File: src/rtl/uart_frame_ctrl_pkg.sv
// Shared types and constants for the UART frame controller: FSM states, error codes,
// the write-command payload and an index-width helper.
package uart_frame_ctrl_pkg;

  localparam int unsigned BYTE_W = 8;
  localparam int unsigned ERR_W  = 2;

  localparam logic [BYTE_W-1:0] DEFAULT_SYNC_BYTE = 8'hAA;

  typedef enum logic [2:0] {
    ST_IDLE   = 3'd0,
    ST_ADDR   = 3'd1,
    ST_LEN    = 3'd2,
    ST_DATA   = 3'd3,
    ST_CHK    = 3'd4,
    ST_COMMIT = 3'd5
  } state_t;

  typedef enum logic [ERR_W-1:0] {
    ERR_BAD_LEN = 2'd0,
    ERR_BAD_CHK = 2'd1,
    ERR_TIMEOUT = 2'd2
  } err_t;

  typedef struct packed {
    logic [BYTE_W-1:0] addr;
    logic [BYTE_W-1:0] data;
  } wr_cmd_t;

  // Index width for a storage of 'depth' entries, never below one bit.
  function automatic int unsigned idx_width(input int unsigned depth);
    return (depth > 1) ? $clog2(depth) : 1;
  endfunction

endpackage

File: src/rtl/uart_frame_buf.sv
// Payload buffer: DEPTH x 8 register array, synchronous write port, asynchronous read port.
// Storage is deliberately unreset; contents are only read after being written in the same frame.
module uart_frame_buf
  import uart_frame_ctrl_pkg::*;
#(
  parameter int unsigned DEPTH = 8,
  parameter int unsigned IDX_W = idx_width(DEPTH)
) (
  input  logic              clk,
  input  logic              we,
  input  logic [IDX_W-1:0]  widx,
  input  logic [BYTE_W-1:0] wdata,
  input  logic [IDX_W-1:0]  ridx,
  output logic [BYTE_W-1:0] rdata_c
);

  logic [BYTE_W-1:0] mem [DEPTH];

  always_ff @(posedge clk) begin
    if (we) begin
      mem[widx] <= wdata;
    end
  end

  assign rdata_c = mem[ridx];

endmodule

File: src/rtl/uart_frame_ctrl.sv
// Frames the UART receive byte stream (SYNC, ADDR, LEN, payload, CHK) into a burst of
// register writes, released only once the checksum has verified.
module uart_frame_ctrl
  import uart_frame_ctrl_pkg::*;
#(
  parameter int unsigned       CLK_FREQ    = 100000000,
  parameter int unsigned       MAX_LEN     = 8,
  parameter int unsigned       TIMEOUT_CYC = 2000000,
  parameter logic [BYTE_W-1:0] SYNC_BYTE   = DEFAULT_SYNC_BYTE
) (
  input  logic              clk,
  input  logic              rst_n,
  input  logic              rx_done,
  input  logic [BYTE_W-1:0] rx_data,
  output logic              wr_en,
  output logic [BYTE_W-1:0] wr_addr,
  output logic [BYTE_W-1:0] wr_data,
  output logic              busy,
  output logic              frame_ok,
  output logic              frame_err,
  output logic [ERR_W-1:0]  err_code
);

  localparam int unsigned BUF_IW = idx_width(MAX_LEN);
  localparam int unsigned CNT_W  = $clog2(MAX_LEN + 1);
  localparam int unsigned TO_W   = $clog2(TIMEOUT_CYC);

  localparam logic [TO_W-1:0]   TO_LAST = TO_W'(TIMEOUT_CYC - 1);
  localparam logic [BYTE_W-1:0] LEN_LIM = BYTE_W'(MAX_LEN);

  if (MAX_LEN < 1 || MAX_LEN > 16 || TIMEOUT_CYC < 2 || CLK_FREQ == 0) begin : g_bad_params
    $error("uart_frame_ctrl: unsupported parameter set");
  end

  state_t            state_q, state_d;
  logic              rx_done_q;
  logic [BYTE_W-1:0] addr_q, addr_d;
  logic [CNT_W-1:0]  len_q, len_d;
  logic [CNT_W-1:0]  idx_q, idx_d;
  logic [BYTE_W-1:0] sum_q, sum_d;
  logic [TO_W-1:0]   tcnt_q, tcnt_d;
  wr_cmd_t           wr_cmd_q, wr_cmd_d;
  logic              wr_en_d, busy_d, frame_ok_d, frame_err_d;
  logic [ERR_W-1:0]  err_code_d;

  logic              stb_c;
  logic              active_c;
  logic              timed_out_c;
  logic              buf_we_c;
  logic [BUF_IW-1:0] buf_ridx_c;
  logic [BYTE_W-1:0] buf_rdata_c;

  // A byte is new only on the rising edge of the done level.
  assign stb_c       = rx_done & ~rx_done_q;
  assign active_c    = (state_q != ST_IDLE) && (state_q != ST_COMMIT);
  assign timed_out_c = active_c && !stb_c && (tcnt_q == TO_LAST);
  assign buf_ridx_c  = (state_q == ST_COMMIT) ? BUF_IW'(idx_q) : '0;

  assign wr_addr = wr_cmd_q.addr;
  assign wr_data = wr_cmd_q.data;

  uart_frame_buf #(
    .DEPTH (MAX_LEN),
    .IDX_W (BUF_IW)
  ) u_buf (
    .clk     (clk),
    .we      (buf_we_c),
    .widx    (BUF_IW'(idx_q)),
    .wdata   (rx_data),
    .ridx    (buf_ridx_c),
    .rdata_c (buf_rdata_c)
  );

  // Next-state and next-output logic.
  always_comb begin
    state_d     = state_q;
    addr_d      = addr_q;
    len_d       = len_q;
    idx_d       = idx_q;
    sum_d       = sum_q;
    tcnt_d      = '0;
    wr_cmd_d    = wr_cmd_q;
    wr_en_d     = 1'b0;
    frame_ok_d  = 1'b0;
    frame_err_d = 1'b0;
    err_code_d  = err_code;
    buf_we_c    = 1'b0;

    if (active_c && !stb_c) begin
      tcnt_d = tcnt_q + TO_W'(1);
    end

    unique case (state_q)
      ST_IDLE: begin
        if (stb_c && (rx_data == SYNC_BYTE)) begin
          state_d = ST_ADDR;
        end
      end
      ST_ADDR: begin
        if (stb_c) begin
          addr_d  = rx_data;
          sum_d   = rx_data;
          state_d = ST_LEN;
        end
      end
      ST_LEN: begin
        if (stb_c) begin
          if ((rx_data == '0) || (rx_data > LEN_LIM)) begin
            frame_err_d = 1'b1;
            err_code_d  = ERR_BAD_LEN;
            state_d     = ST_IDLE;
          end else begin
            len_d   = CNT_W'(rx_data);
            sum_d   = sum_q + rx_data;
            idx_d   = '0;
            state_d = ST_DATA;
          end
        end
      end
      ST_DATA: begin
        if (stb_c) begin
          buf_we_c = 1'b1;
          sum_d    = sum_q + rx_data;
          idx_d    = idx_q + CNT_W'(1);
          if (idx_q == len_q - CNT_W'(1)) begin
            state_d = ST_CHK;
          end
        end
      end
      ST_CHK: begin
        if (stb_c) begin
          if (rx_data == sum_q) begin
            // First write issues straight from the checksum byte so the burst has no lead-in gap.
            wr_en_d       = 1'b1;
            wr_cmd_d.addr = addr_q;
            wr_cmd_d.data = buf_rdata_c;
            idx_d         = CNT_W'(1);
            state_d       = ST_COMMIT;
          end else begin
            frame_err_d = 1'b1;
            err_code_d  = ERR_BAD_CHK;
            state_d     = ST_IDLE;
          end
        end
      end
      ST_COMMIT: begin
        if (idx_q == len_q) begin
          frame_ok_d = 1'b1;
          state_d    = ST_IDLE;
        end else begin
          wr_en_d       = 1'b1;
          wr_cmd_d.addr = addr_q + BYTE_W'(idx_q);
          wr_cmd_d.data = buf_rdata_c;
          idx_d         = idx_q + CNT_W'(1);
        end
      end
      default: begin
        state_d = ST_IDLE;
      end
    endcase

    if (timed_out_c) begin
      frame_err_d = 1'b1;
      err_code_d  = ERR_TIMEOUT;
      state_d     = ST_IDLE;
    end

    busy_d = (state_d != ST_IDLE);
  end

  always_ff @(posedge clk or negedge rst_n) begin
    if (!rst_n) begin
      state_q   <= ST_IDLE;
      rx_done_q <= 1'b1;
      addr_q    <= '0;
      len_q     <= '0;
      idx_q     <= '0;
      sum_q     <= '0;
      tcnt_q    <= '0;
      wr_cmd_q  <= '0;
      wr_en     <= 1'b0;
      busy      <= 1'b0;
      frame_ok  <= 1'b0;
      frame_err <= 1'b0;
      err_code  <= '0;
    end else begin
      state_q   <= state_d;
      rx_done_q <= rx_done;
      addr_q    <= addr_d;
      len_q     <= len_d;
      idx_q     <= idx_d;
      sum_q     <= sum_d;
      tcnt_q    <= tcnt_d;
      wr_cmd_q  <= wr_cmd_d;
      wr_en     <= wr_en_d;
      busy      <= busy_d;
      frame_ok  <= frame_ok_d;
      frame_err <= frame_err_d;
      err_code  <= err_code_d;
    end
  end

endmodule

File: config.mk
export PLATFORM = sky130hd
export DESIGN_NAME = uart_frame_ctrl
export DESIGN_NICKNAME = d
export VERILOG_FILES = /design/src/rtl/uart_frame_ctrl_pkg.sv /design/src/rtl/uart_frame_buf.sv /design/src/rtl/uart_frame_ctrl.sv
export SDC_FILE = /design/constraint.sdc
export NUM_CORES = 1
export LEC_CHECK = 0
export ABC_CLOCK_PERIOD_IN_PS = 2100
export BUFFER_PORTS_ARGS = -buffer_cell sky130_fd_sc_hd__buf_2
export CORE_AREA = 2 2 138 127
export DETAILED_ROUTE_END_ITERATION = 10
export DIE_AREA = 0 0 140 129
export GPL_ROUTABILITY_DRIVEN = 0
export MAX_ROUTING_LAYER = met4
export PLACE_DENSITY_LB_ADDON = 0.25
export SETUP_SLACK_MARGIN = 0.2
export SLEW_MARGIN = 20
export SYNTH_ARGS = -nofsm -noshare
export SYNTH_HDL_FRONTEND = slang
export SYNTH_SLANG_ARGS = --single-unit
File: constraint.sdc
create_clock -name clk -period 2.1 [get_ports clk]
set_input_delay 0.21 -clock clk [delete_from_list [all_inputs] [get_ports clk]]
set_output_delay 0.21 -clock clk [all_outputs]
set_load 0.05 [all_outputs]
[Word level (Yosys, flattened, before mapping)]
Memory sizes are Yosys's and may differ from the RTL's.
Cells that the tools add are included.
Word-level totals
  flip-flop bits (word level): 71
  RAM bits: 64
  input port bits: 11
  output and inout port bits: 22
  logic and storage cells: 117
  memories kept: 1
Memory list
  u_buf.mem: words 8, width 8, rd ports 1, clocked after memory_dff 0, write ports 1, line uart_frame_buf.sv:17  | logic [BYTE_W-1:0] mem [DEPTH];
Operators by class
  add/sub/neg operators: 5
  magnitude comparators: 1
  equality and inequality tests: 22
  multiplexer cells: 51
  bitwise gates (word level): 3
  reductions and logical operators: 20
Operator list (count)
  $mux W16: 3
  $mux W8: 4
  $pmux W16 S2: 1
  $mux W3: 10
  $mux W4: 6
  $pmux W8 S3: 1
  $add A21 B1 Y21 const B: 1
  $eq A21 B21 Y1 const B: 1
  $mux W21: 1
  $pmux W3 S6: 1
  $pmux W4 S4: 1
  $ne A3 B3 Y1 const B: 5
  $mux W1: 14
  $ne A2 B2 Y1 const B: 7
  $mux W2: 6
  $reduce_bool A3 Y1: 4
  $reduce_and A5 Y1: 2
  $add A8 B4 Y8: 1
  $add A8 B8 Y8: 1
  $eq A4 B4 Y1: 2
  $eq A8 B8 Y1: 1
  $eq A8 B8 Y1 const B: 1
  $gt A8 B4 Y1 const B: 1
  $logic_not A8 Y1: 1
  other kinds (19): 26

[Depth between registers and ports, before layout]
Gate-level depths: netlist of the first run.
  word-level depth: 7
  gate-level depth with buffers: 10
  depth with buffers taken out: 9

[Hierarchy]
Synthesis of the first run repeated with hierarchy kept, for this count alone.
Unflattened totals
  cell total of the unflattened synthesis: 508
  area total of the unflattened synthesis: 6436.2 um2
By module, submodules not included
  uart_frame_ctrl: instances 1, cells an instance 402, area each 3905.0 um2, sequential area each 1778.0 um2
  uart_frame_buf: instances 1, cells an instance 106, area each 2531.2 um2, sequential area each 1921.8 um2

[Worst setup path before layout of the first run]
OpenSTA, ideal clock, no wires.
  kind: reg-to-reg
  from: register state_q[1]
  to: memory u_buf.mem[0][0] (enable)
  library setup time: 0.395 ns
  arrival: 1.911 ns
  required time: 1.705 ns
  slack: -0.206 ns
  stages on the path, launching flop included: 5
  path buffers: 0
  clock period less this slack: 2.306 ns
  path through: dfrtp_1 clkinv_1 nor2_2 nand3_1 nor4_1
On the way
  cells in the longest elaborated chain, start to end: 4
RTL lines
  start, declared: line uart_frame_ctrl.sv:35  | state_t state_q, state_d;
  start signal, assigned: line uart_frame_ctrl.sv:187  | state_q <= state_d;
  $eq A3 B2 Y1: line uart_frame_ctrl.sv:93  | unique case (state_q)
  $mux W1: line uart_frame_ctrl.sv:93
  $mux W1: line uart_frame_buf.sv:20  | if (we) begin
  $mux W1 (not written as such): line uart_frame_buf.sv:21  | mem[widx] <= wdata;
  end, declared: line uart_frame_buf.sv:17
Every way passes these cells.

[Worst setup path after layout of the first run]
  from: register len_q[1]
  to: register busy
On the way
  cells in the longest elaborated chain, start to end: 7
  elaborated cells on any way between the ends: 9
  those cells by class: add/sub: 1; eq/ne: 2; mux: 5; reduce/logical: 1
RTL lines
  start, declared: line uart_frame_ctrl.sv:38  | logic [CNT_W-1:0] len_q, len_d;
  start signal, assigned: line uart_frame_ctrl.sv:190  | len_q <= len_d;
  $sub A4 B1 Y4: line uart_frame_ctrl.sv:125  | if (idx_q == len_q - CNT_W'(1)) begin
  $eq A4 B4 Y1: line uart_frame_ctrl.sv:125
  $mux W3: line uart_frame_ctrl.sv:125
  $mux W3: line uart_frame_ctrl.sv:121  | if (stb_c) begin
  $pmux W3 S6 (*): line uart_frame_ctrl.sv:93
  $mux W3 (*): line uart_frame_ctrl.sv:162  | if (timed_out_c) begin
  $reduce_bool A3 Y1 (*): line uart_frame_ctrl.sv:168  | busy_d = (state_d != ST_IDLE);
  named net busy_d: line uart_frame_ctrl.sv:43  | logic wr_en_d, busy_d, frame_ok_d, frame_err_d;
  end signal, assigned: line uart_frame_ctrl.sv:196  | busy <= busy_d;
  end, declared: line uart_frame_ctrl.sv:18  | output logic busy,
Mark *: on every way through the listed nets, which the timed path passes. The rest lies on a longest branch.
A chain may end at the register's enable or synchronous reset.

==> Implementation_results.wiki, run 1 <==
{| class="wikitable"
! Metric !! Value
|-
| Total Die Area || 18,100 µm²
|-
| Ordered list of cells on the worst path || xor2_2 > nor4_4 > nor2_4 > or2_4 > buf_6 > nor3_4 > a31oi_2
|-
| Number of failing setup endpoints in the final timing report || 0
|-
| Initial core utilization || 39.4%
|-
| Area share of the largest cell type after synthesis || 29.4%
|-
| Finished Core Util || 50.8%
|-
| Buffers added on ports || 32
|-
| RSZ-0062 raised after global routing || yes
|-
| Violated checks || design-rule violations
|-
| Beginning of the worst hold path || rx_data[5]
|-
| Synth-to-Final Area Change || 29.0%
|-
| Via count of the first global-routing pass || 4,862
|-
| Fin. max-slew vios || 0
|-
| Worst Path Buf+Inv || 1
|-
| CP arrival || 2260 ps
|-
| Capture point of the worst reg-to-reg path || busy
|-
| Crit-path leading delay family || simple AND/OR/NAND/NOR gates
|-
| Library cells used by synthesis || 58
|-
| Clock Pin Slew Worst Setup and Hold Paths || 60 ps
|-
| Clock tree from TritonCTS || done
|-
| Max incr delay on CP || 440 ps
|-
| Crit path kind || flop to flop
|-
| Congestion Overflow GR || 0
|-
| Crit. path cell count || 7
|-
| Total CTS buffers || 17
|-
| Crit-path max FO || 4
|-
| Ys Warns || 0
|-
| P per Cell Area || 767 nW/µm²
|-
| Final cell count without fillers || roughly 900
|-
| Cell with the largest stage delay on the worst path || dfrtp_2
|-
| Top Ports || 33
|-
| Post-synthesis instance area || 6550 µm²
|-
| Total negative setup slack || 0 ps
|-
| Reg-to-reg critical path startpoint || len_q[1]
|-
| Static power due to leakage || 3.40 nW
|-
| Number of instances in the synthesized netlist || 581
|-
| Clock power frac || 43.8%
|-
| Number of DRC markers after the initial detailed-route iteration || 254
|-
| # DRC || 2
|-
| Final clock period utilization by the worst path || 94.3%
|-
| Worst Hold End || u_buf.mem[5][5]
|-
| VDD IR-drop max || 0.610 mV
|-
| Ratio of cells with drive above 1 in the final layout || 31.3%
|-
| Maximum number of pins on one net before global-route repair || 42
|-
| Fraction of the yosys area taken by sequential cells || a little under three fifths
|-
| Top cells by area, synth || edfxtp_1, dfrtp_1, nor2_1, ha_1, o21ai_0
|-
| Cells on worst reg2reg path || 7
|-
| Final HPWL from detailed placement || about 11,000 µm
|-
| Library cell used as clock root buffer || clkbuf_16
|-
| Worst path required time || 2380 ps
|-
| Combinational cell fraction of total power || 12.3%
|-
| Clock Latency Late Sink || 420 ps
|-
| Syn_area_per_cell || 11.3 µm²
|-
| PnR worst setup slack || 121 ps
|-
| Share of total power in sequential cells || 43.9%
|-
| Cell Count Post-Placement || ~850
|-
| Width of the die || 140 µm
|-
| Final wirelength || 16,200 µm
|-
| Min Tclk post-route || 1980 ps
|-
| CTS HTree Levels || 4
|-
| Total of flip-flops plus latches after synthesis || 135
|-
| First-pass GRT wire length || 26,000 µm
|-
| Post-synth top flop || dfrtp_1
|-
| Cell depth of the worst hold path || 1
|-
| Pin slew with the least headroom to its limit || slightly below 600 ps
|-
| Count of fill cells added during filler insertion || 1,407
|-
| N_diodes || 0
|-
| Worst hold path class || primary input to flop
|-
| Routed via count divided by cell count || 5.34
|-
| Yosys top cell by area || edfxtp_1
|-
| Final clock skew || 5.93 ps
|-
| Highest achievable clock rate || 505 MHz
|-
| Internal || roughly 4.9 mW
|-
| Floorplan Core Area || 16,600 µm²
|-
| Net switching power of the design || 1.60 mW
|-
| Commonest non-fill, non-tap cells in the layout || dfrtp_1, edfxtp_1, buf_4
|-
| Iteration count of the initial detailed-routing pass || 8
|-
| Switching share of power || 24.7%
|-
| Sinks on Clock Net || 135
|-
| Max-slew headroom at the worst pin || 61.5%
|-
| Async set-or-reset flop fraction in the synthesized netlist || 52.6%
|-
| Die Height || 129 µm
|-
| Via total after detailed routing || 4,813
|-
| Remaining number of nets flagged by the antenna check after routing || 0
|-
| Final Hold Viols || 0
|-
| Maximum number of buffers from clock root to sink || 2
|-
| Launching element type of the critical path || flop
|-
| Pre-CTS setup slack || -96.4 ps
|-
| EDFF count, synth || 64
|-
| # Max-Cap Violations || 0
|-
| Synthesized Nets || 611
|-
| Status || complete, but fails checks
|-
| Setup slack on the worst flop-to-flop path || approximately 120 ps
|-
| Number of nets in the finished design || 707
|-
| Floorplan row count || 45
|-
| Average routed wire per standard cell || between 15 and 20 µm
|-
| Total routing usage reported by global routing || 19.6%
|-
| Antenna violations before repair || 0
|-
| Type of element capturing the critical path || flop
|-
| Leading cell type in the layout, fill and taps excluded || dfrtp_1
|}
cell usage after synthesis (all sizes together) (7+ instances only):
master and n:
edfxtp 64, a21oi 19, xnor2 14, mux2i 16, o22ai 8, mux2 9, nand3 16, mux4 8
o21ai 44, nor4 7, nor2 64, clkbuf 15, nor3 24, inv 16, nand4 11, and3 11
ha 17, buf 14, xor2 20, a31oi 12, nand2 46, dfrtp 70, nor2b 12
routing by layer:
layer	vias up	global-route usage [%]	part of all wire, %
li1	2287	-	-
met1	2398	25.9	47
met2	106	30.0	47
met3	22	4.99	5.0
met4	0	6.06	1.3
met5	-	-	0
power by group through the flow:
stage / clock network [mW] / registers (mW) / logic, mW
floorplan: 0 / 2.89 / 0.385
global placement: 0 / 2.88 / 0.632
detailed placement: 0 / 2.88 / 0.648
CTS: 2.90 / 2.84 / 0.759
global route: 3.02 / 2.85 / 0.867
finish: 2.84 / 2.84 / 0.794
worst max path at each step:
stage,end,from,slack [ps]
global placement,busy,rx_data[5],-90
detailed placement,wr_data[5],sum_q[4],-100
CTS,sum_q[7],sum_q[4],140
floorplan,u_buf.mem[0][0],state_q[1],60
global route,busy,len_q[1],50
finish,busy,len_q[1],120
worst reg2reg max path, stage by stage, from the launching register on:
cell     delay [ps]
dfrtp_2         440
xor2_2          210
nor4_4          380
nor2_4          110
or2_4           260
buf_6           120
nor3_4          210
a31oi_2         120
metrics by stage:
step | hold WS (ps) | cell area, µm² | total power, mW
3_3_place_gp | 250 | 7330 | 3.51
3_5_place_dp | 258 | 7330 | 3.53
5_1_grt | 79.9 | 8440 | 6.74
6_report | 85.3 | 8440 | 6.48
2_1_floorplan | -85.6 | 6600 | 3.28
4_1_cts | 66.3 | 8220 | 6.50
flip-flops by register name, summed over array words and instances, names as in the netlist:
register / flops
tcnt_q: 21
err_code: 2
addr_q: 8
state_q: 3
sum_q: 8
idx_q: 4
rx_done_q: 1
wr_addr: 8
wr_en: 1
frame_err: 1
u_buf.mem: 64
len_q: 4
wr_data: 8
busy: 1
frame_ok: 1
final cells by class:
type,instances,area [µm²],share of cell area (%)
multi-input combinational,401,3030,35.8
clock buffer,21,470,5.57
clock inverter,11,98.8,1.17
timing repair buffer,105,816,9.66
tap,211,264,3.13
inverter,17,63.8,0.756
sequential,135,3710,43.9
logic make-up after synthesis:
logic type	share of synthesized area [%]
compound gates	9.23
mux	6.75
xor+xnor	4.55
fa+ha+maj	3.86
simple gates	16.1
flops	56.5
buf+inv	3.00
timing repair:
item / 4_1_cts / 5_1_grt
hold buffers: 2 / 0
endpoints found under the hold margin: 20 / 0
setup endpoints to repair: 30 / 82
resized for setup: 38 / 42
buffers inserted: 12 / 5
gates cloned: 1 / 1
pin swaps: 18 / 24
Note: power is estimated with default switching activity, not from simulation.
==> run 2, diff against run 1 <==
==> constraint.sdc (replaced) <==
create_clock -name clk -period 2.1 [get_ports clk]
set_input_delay 0.105 -clock clk [delete_from_list [all_inputs] [get_ports clk]]
set_output_delay 0.105 -clock clk [all_outputs]
set_load 0.05 [all_outputs]
==> Implementation_results.wiki, run 2 (synthesis gave the netlist of run 1 again) <==
{| class="wikitable"
! Metric !! Value
|-
| Floorplan Core Area || around 17,000 µm²
|-
| Sequential cell area || 3700 µm²
|-
| Top Ports || 33
|-
| Beginning of the worst hold path || rx_data[7]
|-
| Clock Pin Slew Worst Setup and Hold Paths || 60 ps
|-
| VDD IR-drop max || 0.533 mV
|-
| Crit-path max FO || 6
|-
| Worst hold path class || primary input to flop
|-
| Clock Latency Late Sink || 420 ps
|-
| Final cell count without fillers || 885
|-
| Smallest hold slack || 51.9 ps
|-
| Number of failing setup endpoints in the final timing report || 0
|-
| Largest registers || u_buf.mem (64), tcnt_q (21)
|-
| Min Tclk post-route || 1970 ps
|-
| Static power due to leakage || between 3 and 4 nW
|-
| Ratio of cells with drive above 1 in the final layout || a little over a quarter
|-
| Commonest non-fill, non-tap cells in the layout || dfrtp_1, edfxtp_1, nor2_1
|-
| Violated checks || design-rule violations
|-
| # DRC || 2
|-
| Type of element capturing the critical path || flop
|-
| Leading cell type in the layout, fill and taps excluded || dfrtp_1
|-
| Clock tree from TritonCTS || done
|-
| Remaining number of nets flagged by the antenna check after routing || 0
|-
| Launching element type of the critical path || flop
|-
| Maximum number of pins on one net before global-route repair || 42
|-
| Switching share of power || 23.0%
|-
| Max FFs per register || 64
|-
| Final clock period utilization by the worst path || 93.6%
|-
| Sinks on Clock Net || 135
|-
| PnR worst setup slack || 135 ps
|-
| Final Hold Viols || 0
|-
| Combinational cell fraction of total power || 11.0%
|-
| Buffers added on ports || 32
|-
| Cell Count Post-Placement || 841
|-
| Pin slew with the least headroom to its limit || 569 ps
|-
| Width of the die || 140 µm
|-
| CP arrival || around 2300 ps
|-
| Final wirelength || 15,600 µm
|-
| Total Die Area || roughly 18,000 µm²
|-
| Via total after detailed routing || just under 5,000
|-
| Number of nets in the finished design || 691
|-
| Maximum number of buffers from clock root to sink || 2
|-
| Top reg by flops || u_buf.mem
|-
| Average routed wire per standard cell || 17.6 µm
|-
| Congestion Overflow GR || 0
|-
| Final HPWL from detailed placement || 10,700 µm
|-
| Iteration count of the initial detailed-routing pass || 9
|-
| Final clock skew || 12.8 ps
|-
| Final cell area excluding filler cells || between 8000 and 9000 µm²
|-
| Total routing usage reported by global routing || between 10% and 20%
|-
| Status || complete, but fails checks
|-
| P per Cell Area || 786 nW/µm²
|-
| Reg-to-reg critical path startpoint || sum_q[3]
|-
| Initial core utilization || between 30% and 40%
|-
| Number of DRC markers after the initial detailed-route iteration || 353
|-
| RSZ-0062 raised after global routing || yes
|-
| Clock power frac || between 40% and 50%
|-
| Die Height || between 100 and 150 µm
|-
| Count of fill cells added during filler insertion || 1,465
|-
| Worst path required time || 2430 ps
|-
| N_diodes || 0
|-
| Area of placed instances || around 7300 µm²
|-
| Antenna violations before repair || 0
|-
| First-pass GRT wire length || 25,400 µm
|-
| Library cell used as clock root buffer || clkbuf_16
|-
| Internal || 4.97 mW
|-
| Share of total power in sequential cells || 44.0%
|-
| Highest achievable clock rate || 509 MHz
|-
| Floorplan row count || between 40 and 50
|-
| Footprint of the multi-input gates || 2950 µm²
|-
| Routed via count divided by cell count || 5.43
|-
| Worst setup path start || sum_q[3]
|-
| CTS HTree Levels || 4
|-
| Via count of the first global-routing pass || roughly 4,800
|-
| Fin. max-slew vios || 0
|-
| Synth-to-Final Area Change || 25.5%
|-
| Pre-CTS setup slack || -194 ps
|-
| Net switching power of the design || 1.49 mW
|-
| Crit path kind || flop to flop
|-
| Max-slew headroom at the worst pin || approximately 62%
|-
| # Max-Cap Violations || 0
|-
| Total CTS buffers || 17
|}
run 2: cell types whose count changed in the layout (fill, tap and decap cells not counted), moves of 5 or more:
cell,before,now
clkbuf_1,1,6
o21ai_1,14,5
o21ai_0,26,38
buf_4,61,46
nor2_2,7,2
run 2: routing by layer:
metal  part of all wire, %  global-route usage, %  vias up
li1                      -                      -     2266
met1                    46                   24.8     2387
met2                    48                   29.8      126
met3                   4.8                   3.98       23
met4                   1.6                   6.54        0
met5                     0                      -        -
run 2: per-stage QoR:
step           util (%)  total power, mW  setup TNS (ps)
2_1_floorplan         -             3.28               0
6_report           49.5             6.46               0
4_1_cts            48.6             6.49               0
5_1_grt            49.5             6.69               0
3_5_place_dp       43.7             3.50            -984
3_3_place_gp       43.7             3.49           -76.8
run 2: worst paths after layout:
path	to	slack (ps)	cells after the start
max	sum_q[7]	130	7
min	u_buf.mem[5][7]	50	1
max reg2reg	sum_q[7]	130	7
min reg2reg	wr_addr[1]	460	2
max in group asynchronous	tcnt_q[5]	1290	3
min in group asynchronous	sum_q[6]	180	2
run 2: power by group through the flow:
stage	combinational (mW)	clock, mW	sequential, mW
after floorplan	0.385	0	2.89
after global placement	0.609	0	2.88
after detailed placement	0.625	0	2.88
after CTS	0.689	2.97	2.84
after global routing	0.776	3.07	2.84
final	0.711	2.91	2.84
run 2: what timing repair did:
item,in CTS,in global routing
hold buffers,2,0
setup endpoints to repair,39,98
pin swaps,9,9
gates cloned,1,0
setup buffers,5,4
gates resized for setup,26,26
hold endpoints to repair,16,0
run 2: final cells by class:
| cell class | instances | area share, % |
|---|---|---|
| Sequential cell | 135 | 45.1 |
| Multi-Input combinational cell | 401 | 35.9 |
| Timing Repair Buffer | 89 | 8.00 |
| Clock buffer | 23 | 5.45 |
| Tap cell | 211 | 3.21 |
| Clock inverter | 9 | 1.54 |
| Inverter | 17 | 0.822 |
run 2: worst max-delay path: stages, from the launching register on:
cell	delay (ps)
dfrtp_1	420
ha_4	310
nand3_1	120
o2111a_1	290
nor3_4	170
mux2i_1	240
o221ai_1	150
a31oi_1	180
==> run 3, diff against run 2 <==
--- a/config.mk
+++ b/config.mk
@@ -5,16 +5,17 @@
 export SDC_FILE = /design/constraint.sdc
 export NUM_CORES = 1
 export LEC_CHECK = 0
-export ABC_CLOCK_PERIOD_IN_PS = 2100
+export ABC_AREA = 1
+export ABC_CLOCK_PERIOD_IN_PS = 2500
 export BUFFER_PORTS_ARGS = -buffer_cell sky130_fd_sc_hd__buf_2
-export CORE_AREA = 2 2 138 127
+export CORE_AREA = 2 2 141 129
 export DETAILED_ROUTE_END_ITERATION = 10
-export DIE_AREA = 0 0 140 129
+export DIE_AREA = 0 0 143 131
 export GPL_ROUTABILITY_DRIVEN = 0
 export MAX_ROUTING_LAYER = met4
 export PLACE_DENSITY_LB_ADDON = 0.25
 export SETUP_SLACK_MARGIN = 0.2
-export SLEW_MARGIN = 20
+export SLEW_MARGIN = 0
 export SYNTH_ARGS = -nofsm -noshare
 export SYNTH_HDL_FRONTEND = slang
 export SYNTH_SLANG_ARGS = --single-unit
==> constraint.sdc (replaced) <==
create_clock -name clk -period 2.5 [get_ports clk]
set_input_delay 0.125 -clock clk [delete_from_list [all_inputs] [get_ports clk]]
set_output_delay 0.125 -clock clk [all_outputs]
set_load 0.05 [all_outputs]
==> Implementation_results.wiki, run 3 <==
{| class="wikitable"
! Metric !! Value
|-
| Cell Count Post-Placement || between 1,000 and 1,500
|-
| Total Die Area || between 15,000 and 20,000 µm²
|-
| Finished Core Util || between 40% and 50%
|-
| Launching element type of the critical path || flop
|-
| Static power due to leakage || between 3 and 4 nW
|-
| Max FFs per register || 64
|-
| Beginning of the worst hold path || rx_data[6]
|-
| Die Height || 131 µm
|-
| CTS-repair resized insts || 0
|-
| Area share of the largest cell type after synthesis || 28.4%
|-
| Floorplan Core Area || 17,300 µm²
|-
| Type of element capturing the critical path || flop
|-
| Final cell area excluding filler cells || 7910 µm²
|-
| Width of the die || 143 µm
|-
| RSZ-0062 raised after global routing || no
|-
| Clock tree from TritonCTS || done
|-
| Smallest hold slack || 59.1 ps
|-
| Clock Latency Late Sink || 420 ps
|-
| Final wirelength || between 15,000 and 20,000 µm
|-
| Status || complete, no violations
|-
| Fraction of the yosys area taken by sequential cells || 54.7%
|-
| Number of instances in the synthesized netlist || 776
|-
| Ys Warns || 0
|-
| Initial core utilization || around two fifths
|-
| Final clock period utilization by the worst path || roughly 84%
|-
| Top reg by flops || u_buf.mem
|-
| Cell depth of the worst hold path || 1
|-
| Library cell used as clock root buffer || clkbuf_16
|-
| # DRC || 0
|-
| CTS HTree Levels || 4
|-
| Total power draw || 5.16 mW
|-
| # Max-Cap Violations || 0
|-
| Crit path kind || flop to flop
|-
| Worst Hold End || u_buf.mem[3][6]
|-
| Congestion Overflow GR || 0
|-
| Total CTS buffers || 17
|-
| VDD IR-drop max || approximately 0.43 mV
|-
| Remaining number of nets flagged by the antenna check after routing || 0
|-
| Top cells by area, synth || edfxtp_1, dfrtp_1, nand2_1, o21ai_0, nor2_1
|-
| PnR worst setup slack || approximately 400 ps
|-
| Synth-to-Final Area Change || 17.0%
|-
| Top Ports || 33
|-
| Highest achievable clock rate || about 480 MHz
|-
| Leading cell type in the layout, fill and taps excluded || nand2_1
|-
| Antenna violations before repair || 0
|-
| Post-synthesis instance area || 6760 µm²
|-
| Pre-CTS setup slack || 478 ps
|-
| Routed via count divided by cell count || roughly 4.9
|-
| Max-slew headroom at the worst pin || 36.3%
|-
| Capture point of the worst reg-to-reg path || wr_addr[6]
|-
| Cells on worst reg2reg path || 6
|-
| Async set-or-reset flop fraction in the synthesized netlist || about 53%
|-
| Commonest non-fill, non-tap cells in the layout || nand2_1, nor2_1, inv_1
|-
| First-pass GRT wire length || around 26,000 µm
|-
| N_diodes || 0
|-
| Maximum number of buffers from clock root to sink || 2
|-
| Ratio of cells with drive above 1 in the final layout || 12.3%
|-
| Most used standard cells in the synthesized netlist || nand2_1, nor2_1, inv_1
|-
| Crit-path max FO || 11
|-
| Setup slack on the worst flop-to-flop path || approximately 400 ps
|-
| Number of nets in the finished design || 863
|-
| Largest registers || u_buf.mem (64), tcnt_q (21)
|-
| Final cell count without fillers || 1,086
|-
| Total routing usage reported by global routing || 19.0%
|-
| Worst hold path class || primary input to flop
|-
| Total of flip-flops plus latches after synthesis || between 100 and 150
|-
| Total negative setup slack || 0 ps
|-
| Final clock skew || roughly 11 ps
|-
| Yosys top cell by area || edfxtp_1
|-
| Clock Pin Slew Worst Setup and Hold Paths || 70 ps
|-
| Syn_area_per_cell || 8.71 µm²
|-
| Buffers added on ports || 32
|-
| Number of DRC markers after the initial detailed-route iteration || 386
|-
| Library cells used by synthesis || 37
|-
| Min Tclk post-route || 2100 ps
|-
| CP arrival || 2430 ps
|-
| Floorplan row count || between 40 and 50
|-
| P per Cell Area || 652 nW/µm²
|-
| Number of failing setup endpoints in the final timing report || 0
|-
| Average routed wire per standard cell || 14.9 µm
|-
| Area of placed instances || 7300 µm²
|-
| Maximum number of pins on one net before global-route repair || 72
|-
| Reg-to-reg critical path startpoint || idx_q[1]
|-
| Worst path required time || 2830 ps
|-
| Synthesized Nets || 806
|-
| Fin. max-slew vios || 0
|-
| Iteration count of the initial detailed-routing pass || 6
|-
| Via count of the first global-routing pass || 5,144
|-
| Final Hold Viols || 0
|-
| Via total after detailed routing || 5,332
|-
| Pin slew with the least headroom to its limit || 956 ps
|-
| Post-synth top flop || dfrtp_1
|-
| Most numerous cell in the Yosys netlist || nand2_1
|-
| Final HPWL from detailed placement || 11,200 µm
|-
| EDFF count, synth || 64
|-
| Sinks on Clock Net || 135
|}
==> run 3: repair_timing <==
action / 4_1_cts / 5_1_grt
endpoints found under the hold margin: 71 / 0
hold buffers: 2 / 0
buffers inserted: 0 / 0
==> run 3: worst max path at each step <==
stage	start	end	slack, ps	cells after the start
6_report	idx_q[1]	wr_addr[6]	400	6
5_1_grt	idx_q[1]	wr_addr[6]	290	6
4_1_cts	idx_q[1]	wr_addr[6]	440	6
3_5_place_dp	idx_q[1]	wr_addr[6]	480	6
3_3_place_gp	idx_q[1]	wr_addr[6]	490	6
2_1_floorplan	rx_done_q	u_buf.mem[4][0]	550	5
==> run 3: kinds of logic after synthesis <==
kind of cell / Yosys count / share of synthesized area, %
flip-flops: 135 / 54.7
buffers and inverters: 107 / 6.22
XOR/XNOR: 7 / 0.907
AND/OR/NAND/NOR: 383 / 24.6
adder cells (fa/ha/maj): 19 / 3.74
AO/OA/AOI/OAI: 125 / 9.88
==> run 3: layout make-up <==
class	instances	area, µm²
clock buffers	17	425
clock inverters	15	164
fillers	1654	9410
inverters	90	338
multi-input cells	534	2640
flip-flops and latches	135	3700
well taps	240	300
repair buffers	55	340
==> run 3: where the power goes <==
part	internal (mW)	switching, mW	leakage (nW)	total, mW
Clock	1.41	1.06	0.285	2.48
Sequential	2.36	0.0224	1.54	2.38
Combinational	0.0853	0.217	1.72	0.303
==> run 3: routing by layer <==
| metal | routed length (µm) | track usage, % | up-vias |
|---|---|---|---|
| met5 | 0 | - | - |
| met3 | 648 | 4.34 | 22 |
| met1 | 7940 | 25.5 | 2478 |
| li1 | - | - | 2724 |
| met2 | 7350 | 29.0 | 108 |
| met4 | 243 | 5.82 | 0 |
==> run 3: critical path, cell delays in order, from the launching register on <==
cell,delay [ps]
dfrtp_1,590
inv_2,150
fa_1,460
o21ai_0,330
nand4_1,150
xor2_1,160
o21ai_0,170
